### src/rtl/lcd_pkg.sv
// lcd_pkg: shared state encoding, LCD command codes and default sizes for the LCD host sequencer.
package lcd_pkg;
    typedef enum logic [2:0] {IDLE, FETCH, WAIT_RDY, ISSUE, LOAD, DONE} state_t;
    localparam logic [3:0] CMD_LOAD    = 4'd0;
    localparam logic [3:0] CMD_REFRESH = 4'd1;
    localparam logic [3:0] CMD_SHIFT_R = 4'd2;
    localparam logic [3:0] CMD_SHIFT_L = 4'd3;
    localparam logic [3:0] CMD_SHIFT_U = 4'd4;
    localparam logic [3:0] CMD_SHIFT_D = 4'd5;
    localparam int DEF_IMG_BYTES = 108;
    localparam int DEF_CMD_DEPTH = 130;
endpackage

### src/rtl/lcd_out_counter.sv
// lcd_out_counter: 12-bit saturating count of controller result strobes; clear beats increment.
module lcd_out_counter (
    input  logic        clk,
    input  logic        reset,
    input  logic        clr,
    input  logic        inc,
    output logic [11:0] count
);
    always_ff @(posedge clk or negedge reset)
        if (!reset) count <= '0;
        else if (clr) count <= '0;
        else if (inc && count != 12'hFFF) count <= count + 1'b1;
endmodule

### src/rtl/lcd_host_seq.sv
// lcd_host_seq: fetches LCD commands and image bytes from ROMs and drives the LCD controller command port.
module lcd_host_seq
    import lcd_pkg::*;
#(
    parameter int CMD_DEPTH = DEF_CMD_DEPTH,
    parameter int IMG_BYTES = DEF_IMG_BYTES,
    parameter int CMD_AW    = 8,
    parameter int IMG_AW    = 7
) (
    input  logic              clk,
    input  logic              reset,
    input  logic              start,
    output logic [CMD_AW-1:0] cmd_addr,
    input  logic [3:0]        cmd_rdata,
    output logic [IMG_AW-1:0] img_addr,
    input  logic [7:0]        img_rdata,
    input  logic              busy,
    input  logic              output_valid,
    output logic [3:0]        cmd,
    output logic              cmd_valid,
    output logic [7:0]        datain,
    output logic [11:0]       out_count,
    output logic              done
);
    localparam logic [CMD_AW-1:0] CMD_LAST = CMD_AW'(CMD_DEPTH - 1);
    localparam logic [IMG_AW-1:0] IMG_LAST = IMG_AW'(IMG_BYTES - 1);
    state_t state;
    logic [CMD_AW-1:0] cmd_idx;
    logic [IMG_AW-1:0] k;
    logic clr, adv;
    assign clr    = start && (state == IDLE || state == DONE);
    assign adv    = (state == ISSUE && cmd != CMD_LOAD) || (state == LOAD && k == IMG_LAST);
    assign datain = state == LOAD ? img_rdata : 8'd0;
    lcd_out_counter u_cnt (
        .clk  (clk),
        .reset(reset),
        .clr  (clr),
        .inc  (output_valid),
        .count(out_count)
    );
    always_ff @(posedge clk or negedge reset) begin
        if (!reset) begin
            state     <= IDLE;
            cmd_idx   <= '0;
            k         <= '0;
            cmd_addr  <= '0;
            img_addr  <= '0;
            cmd       <= '0;
            cmd_valid <= 1'b0;
            done      <= 1'b0;
        end else begin
            cmd_valid <= 1'b0;
            case (state)
                IDLE, DONE: if (start) begin
                    state    <= FETCH;
                    cmd_idx  <= '0;
                    cmd_addr <= '0;
                    done     <= 1'b0;
                end
                FETCH: state <= WAIT_RDY;
                WAIT_RDY: if (!busy) begin
                    cmd       <= cmd_rdata;
                    cmd_valid <= 1'b1;
                    state     <= ISSUE;
                end
                ISSUE: if (cmd == CMD_LOAD) begin
                    // img_addr already sits at 0 here, so byte 0 lands in the first LOAD cycle
                    state    <= LOAD;
                    k        <= '0;
                    img_addr <= IMG_AW'(IMG_BYTES > 1);
                end
                LOAD: begin
                    k        <= k + 1'b1;
                    img_addr <= img_addr == IMG_LAST ? img_addr : img_addr + 1'b1;
                end
                default: state <= IDLE;
            endcase
            if (adv) begin
                k        <= '0;
                img_addr <= '0;
                if (cmd_idx == CMD_LAST) begin
                    state <= DONE;
                    done  <= 1'b1;
                end else begin
                    state    <= FETCH;
                    cmd_idx  <= cmd_idx + 1'b1;
                    cmd_addr <= cmd_idx + 1'b1;
                end
            end
        end
    end
endmodule

### config.mk
export PLATFORM = sky130hd
export DESIGN_NAME = lcd_host_seq
export DESIGN_NICKNAME = d
export VERILOG_FILES = /design/src/rtl/lcd_pkg.sv /design/src/rtl/lcd_out_counter.sv /design/src/rtl/lcd_host_seq.sv
export SDC_FILE = /design/constraint.sdc
export NUM_CORES = 1
export LEC_CHECK = 0
export ABC_AREA = 1
export CAP_MARGIN = 30
export CORE_MARGIN = 4
export CORE_UTILIZATION = 40
export DETAILED_ROUTE_END_ITERATION = 7
export MAX_ROUTING_LAYER = met4
export REMOVE_ABC_BUFFERS = 1
export SYNTH_ARGS = -nofsm -noshare
export SYNTH_HDL_FRONTEND = slang
export SYNTH_SLANG_ARGS = --single-unit
### constraint.sdc
create_clock -name clk -period 2 [get_ports clk]
set_input_delay 0.5 -clock clk [delete_from_list [all_inputs] [get_ports clk]]
set_output_delay 0.5 -clock clk [all_outputs]
set_load 0.01 [all_outputs]
==> tab_implementation.tex <==
\begin{tabular}{lr}
\hline
Metric & Value \\
\hline
\multicolumn{2}{l}{\textbf{Timing}} \\
\quad Worst path setup slack after routing & approximately 99 ps \\
\quad Final setup skew & 6.02 ps \\
\quad Worst Tran Pin Value & between 300 and 400 ps \\
\quad Fin. Hold Viols & 0 \\
\quad Maximum clock frequency & 0.526 GHz \\
\quad Worst slew margin relative to its limit & 0.748 \\
\quad Share of the cycle needed by the critical path after routing & 0.950 \\
\quad Final critical path time including I/O delays and setup & 1900 ps \\
\quad Worst hold-check slack & 165 ps \\
\quad Number of max-slew violations in the final report & 0 \\
\quad Setup total negative slack & 0 ps \\
\quad RSZ-0062 raised after global routing & no \\
\quad Number of setup violations in the final report & 0 \\
\multicolumn{2}{l}{\textbf{Die}} \\
\quad Die boundary width & 92.1 um \\
\quad Number of cell rows & 30 \\
\quad I/O pin count & 58 \\
\quad Placeable Area & 0.00683 mm\^{}2 \\
\quad Initial cell density of the core & 0.414 \\
\quad Full die area & 0.00848 mm\^{}2 \\
\quad Height of the die & slightly above 90 um \\
\multicolumn{2}{l}{\textbf{Power and ir drop}} \\
\quad Total power of the final layout & 3.60 mW \\
\quad Pwr dens & 981 mW/mm\^{}2 \\
\quad Worst ir drop on vdd & about 0.46 mV \\
\quad Leakage power summed over all cells & between 1.5 and 2 nW \\
\multicolumn{2}{l}{\textbf{Global routing}} \\
\quad Total global routing track utilization & 0.164 \\
\quad Wire length of the first global-routing pass & 11.2 mm \\
\quad Via count of the first global-routing pass & 2,399 \\
\quad Number of antenna violations at the first check in global routing & 0 \\
\quad Remaining global-route overflow & 0 \\
\quad Largest net degree at the start of global routing & 52 \\
\multicolumn{2}{l}{\textbf{Clock network}} \\
\quad CTS sink count & 51 \\
\quad Number of buffers added to fix hold violations after cts & 0 \\
\quad Number of buffers on the longest clock path & 2 \\
\quad CTS tree & done \\
\quad Number of buffers added by the clock tree synthesis step & 5 \\
\quad Clock-pin transition on the worst setup and hold timing paths & 90 ps \\
\quad H-tree level count & 2 \\
\quad CTS root buf & sky130\_fd\_sc\_hd\_\_clkbuf\_8 \\
\quad Latest clock arrival within the worst-skew pair & about 310 ps \\
\multicolumn{2}{l}{\textbf{Finish}} \\
\quad Most common cell after layout, fill and taps aside & sky130\_fd\_sc\_hd\_\_nand2\_1 \\
\quad Most used cells in the layout excluding fill and tap cells & 112 x sky130\_fd\_sc\_hd\_\_nand2\_1, 51 x sky130\_fd\_sc\_hd\_\_dfrtp\_1, 50 x sky130\_fd\_sc\_hd\_\_nor2\_1, 48 x sky130\_fd\_sc\_hd\_\_nand3\_1, 48 x sky130\_fd\_sc\_hd\_\_clkdlybuf4s50\_1 \\
\quad Nets & 468 \\
\quad Share of cells above drive strength 1 & 0.0828 \\
\quad Area grow syn2layout & 29.6\% \\
\quad Final core utilization & 0.537 \\
\quad N\_diodes & 0 \\
\multicolumn{2}{l}{\textbf{Critical path}} \\
\quad Slowest cell delay on critical path & 590 ps \\
\quad Crit path buf inv count & 1 \\
\quad Number of cells on the worst reg-to-reg path & 9 \\
\quad Register-to-register setup slack & 230 ps \\
\quad Cell class contributing the biggest share of worst-path delay & buffers and inverters \\
\quad Cells along the critical path & clkdlybuf4s50\_1 \\
\quad Startpoint type of the worst setup path & register \\
\quad Worst Path Required & about 1500 ps \\
\quad Crit Path Max Fanout & 7 \\
\quad WS Path Type & reg2out \\
\quad Data arrival at the endpoint of the critical path & roughly 1400 ps \\
\quad Reg-to-Reg Start & u\_cnt.count[0]\$\_DFFE\_PN0P\_ \\
\quad Critical path capture point type & output port \\
\quad Worst reg2reg path endpoint & u\_cnt.count[9]\$\_DFFE\_PN0P\_ \\
\quad Slowest CP cell & sky130\_fd\_sc\_hd\_\_clkdlybuf4s50\_1 \\
\multicolumn{2}{l}{\textbf{Routing}} \\
\quad Via count normalized by instance count & 4.79 \\
\quad Antenna violation net count after detailed routing & 0 \\
\quad Vias & 2,601 \\
\quad DRT Wirelength & 6.55 mm \\
\quad DRT Pass-1 Iters & 4 \\
\quad Starting DRC count in detailed routing & about 90 \\
\quad Average wire per standard cell & 12.1 um \\
\quad Count of unresolved DRC violations after routing & 0 \\
\multicolumn{2}{l}{\textbf{Yosys}} \\
\quad Mean cell area of the mapped netlist & 7.42 um\^{}2 \\
\quad Register area share after synthesis & 0.451 \\
\quad Cell count after synthesis & 381 \\
\quad Number of flip-flops and latches in the synthesized netlist & 51 \\
\quad Number of warning messages in the yosys log & 0 \\
\quad Area of the mapped netlist & $\sim$0.0028 mm\^{}2 \\
\quad Count of unique library cells instantiated by Yosys & 25 \\
\multicolumn{2}{l}{\textbf{Place}} \\
\quad Post-DP HPWL & slightly below 5 mm \\
\quad Count of port buffers added during placement & 57 \\
\quad Final weighted congestion of routability-driven global placement & just over 0.8 \\
\quad Worst setup slack after placement & -144 ps \\
\multicolumn{2}{l}{\textbf{Hold path}} \\
\quad Type of the most critical hold path & in2async \\
\multicolumn{2}{l}{\textbf{Flow run}} \\
\quad Max-cap viol count & 0 \\
\multicolumn{2}{l}{\textbf{Status}} \\
\quad Result of the run & finished, final reports clean \\
\hline
\end{tabular}
[worst max path at each step]
| stage | from | endpoint | slack [ps] | cells after the start |
|---|---|---|---|---|
| final | u_cnt.count[0]$_DFFE_PN0P_ | out_count[0] | 100 | 1 |
| after global routing | u_cnt.count[0]$_DFFE_PN0P_ | u_cnt.count[5]$_DFFE_PN0P_ | 20 | 9 |
| after CTS | u_cnt.count[0]$_DFFE_PN0P_ | out_count[0] | 80 | 1 |
| after detailed placement | img_rdata[6] | datain[6] | -140 | 4 |
| after global placement | img_rdata[6] | datain[6] | -130 | 4 |
| after floorplan | state[0]$_DFFE_PN0P_ | u_cnt.count[2]$_DFFE_PN0P_ | 210 | 7 |
[final cells by class]
class                      instances  area [um^2]
clock buffer                       6         82.6
timing repair buffer              65          628
clock inverter                     2         35.0
sequential                        51         1280
inverter                          47          176
fill                             692         3170
tap                               96          120
multi-input combinational        276         1350
[what timing repair did]
item                       CTS  global route
setup buffers                0             0
setup endpoints to repair    8             0
resized for setup            9             0
[metrics by stage]
stage / instances / area, um^2
after CTS: 543 / 3670
after global placement: 535 / 3550
after detailed placement: 535 / 3550
after floorplan: 374 / 2790
after global routing: 543 / 3670
final: 543 / 3670
[sequential cells by signal, indices dropped and copies added, names as in the netlist, 3 cells and up]
signal       cells
k                7
img_addr         7
cmd_idx          8
cmd_addr         8
cmd              4
state            3
u_cnt.count     12
[report_power, final]
group / switching, mW / total [mW] / internal (mW)
Sequential: 0.212 / 1.43 / 1.22
Combinational: 0.803 / 1.41 / 0.607
Clock: 0.351 / 0.757 / 0.405
Total: 1.37 / 3.60 / 2.23
[cell families after synthesis]
| group | share of synthesized area |
|---|---|
| buf+inv | 0.0748 |
| compound gates | 0.0420 |
| simple gates | 0.350 |
| fa+ha+maj | 0.0221 |
| flops | 0.451 |
| xor+xnor | 0.0434 |
| mux | 0.0159 |
[Yosys cell counts (all sizes together)]
cell,number,share of area
a21o,2,0.0053
a21oi,2,0.0035
buf,5,0.0097
clkbuf,2,0.0027
dfrtp,51,0.45
ha,5,0.022
inv,47,0.062
mux2,4,0.016
nand2,113,0.15
nand3,50,0.092
nand3b,1,0.0027
nand4,11,0.027
nor2,50,0.066
nor3,3,0.0053
o21ai,15,0.027
o22ai,3,0.0066
or2,3,0.0066
xnor2,1,0.0031
xor2,13,0.040
[metal layers]
metal / up-vias / wire (um) / track usage
li1: 1339 / - / -
met1: 1185 / 3000 / 0.204
met2: 71 / 3130 / 0.274
met3: 6 / 322 / 0.0279
met4: 0 / 96 / 0.0532
met5: - / 0 / -
[worst reg2reg max path: cells and delay by family, from the launching register on]
kind / cells / cell delay [ps]
buffers and inverters: 2 / 240
adder cells (fa/ha/maj): 1 / 280
AND/OR/NAND/NOR: 6 / 690
flip-flops: 1 / 500
Note: power is estimated with default switching activity, not from simulation.
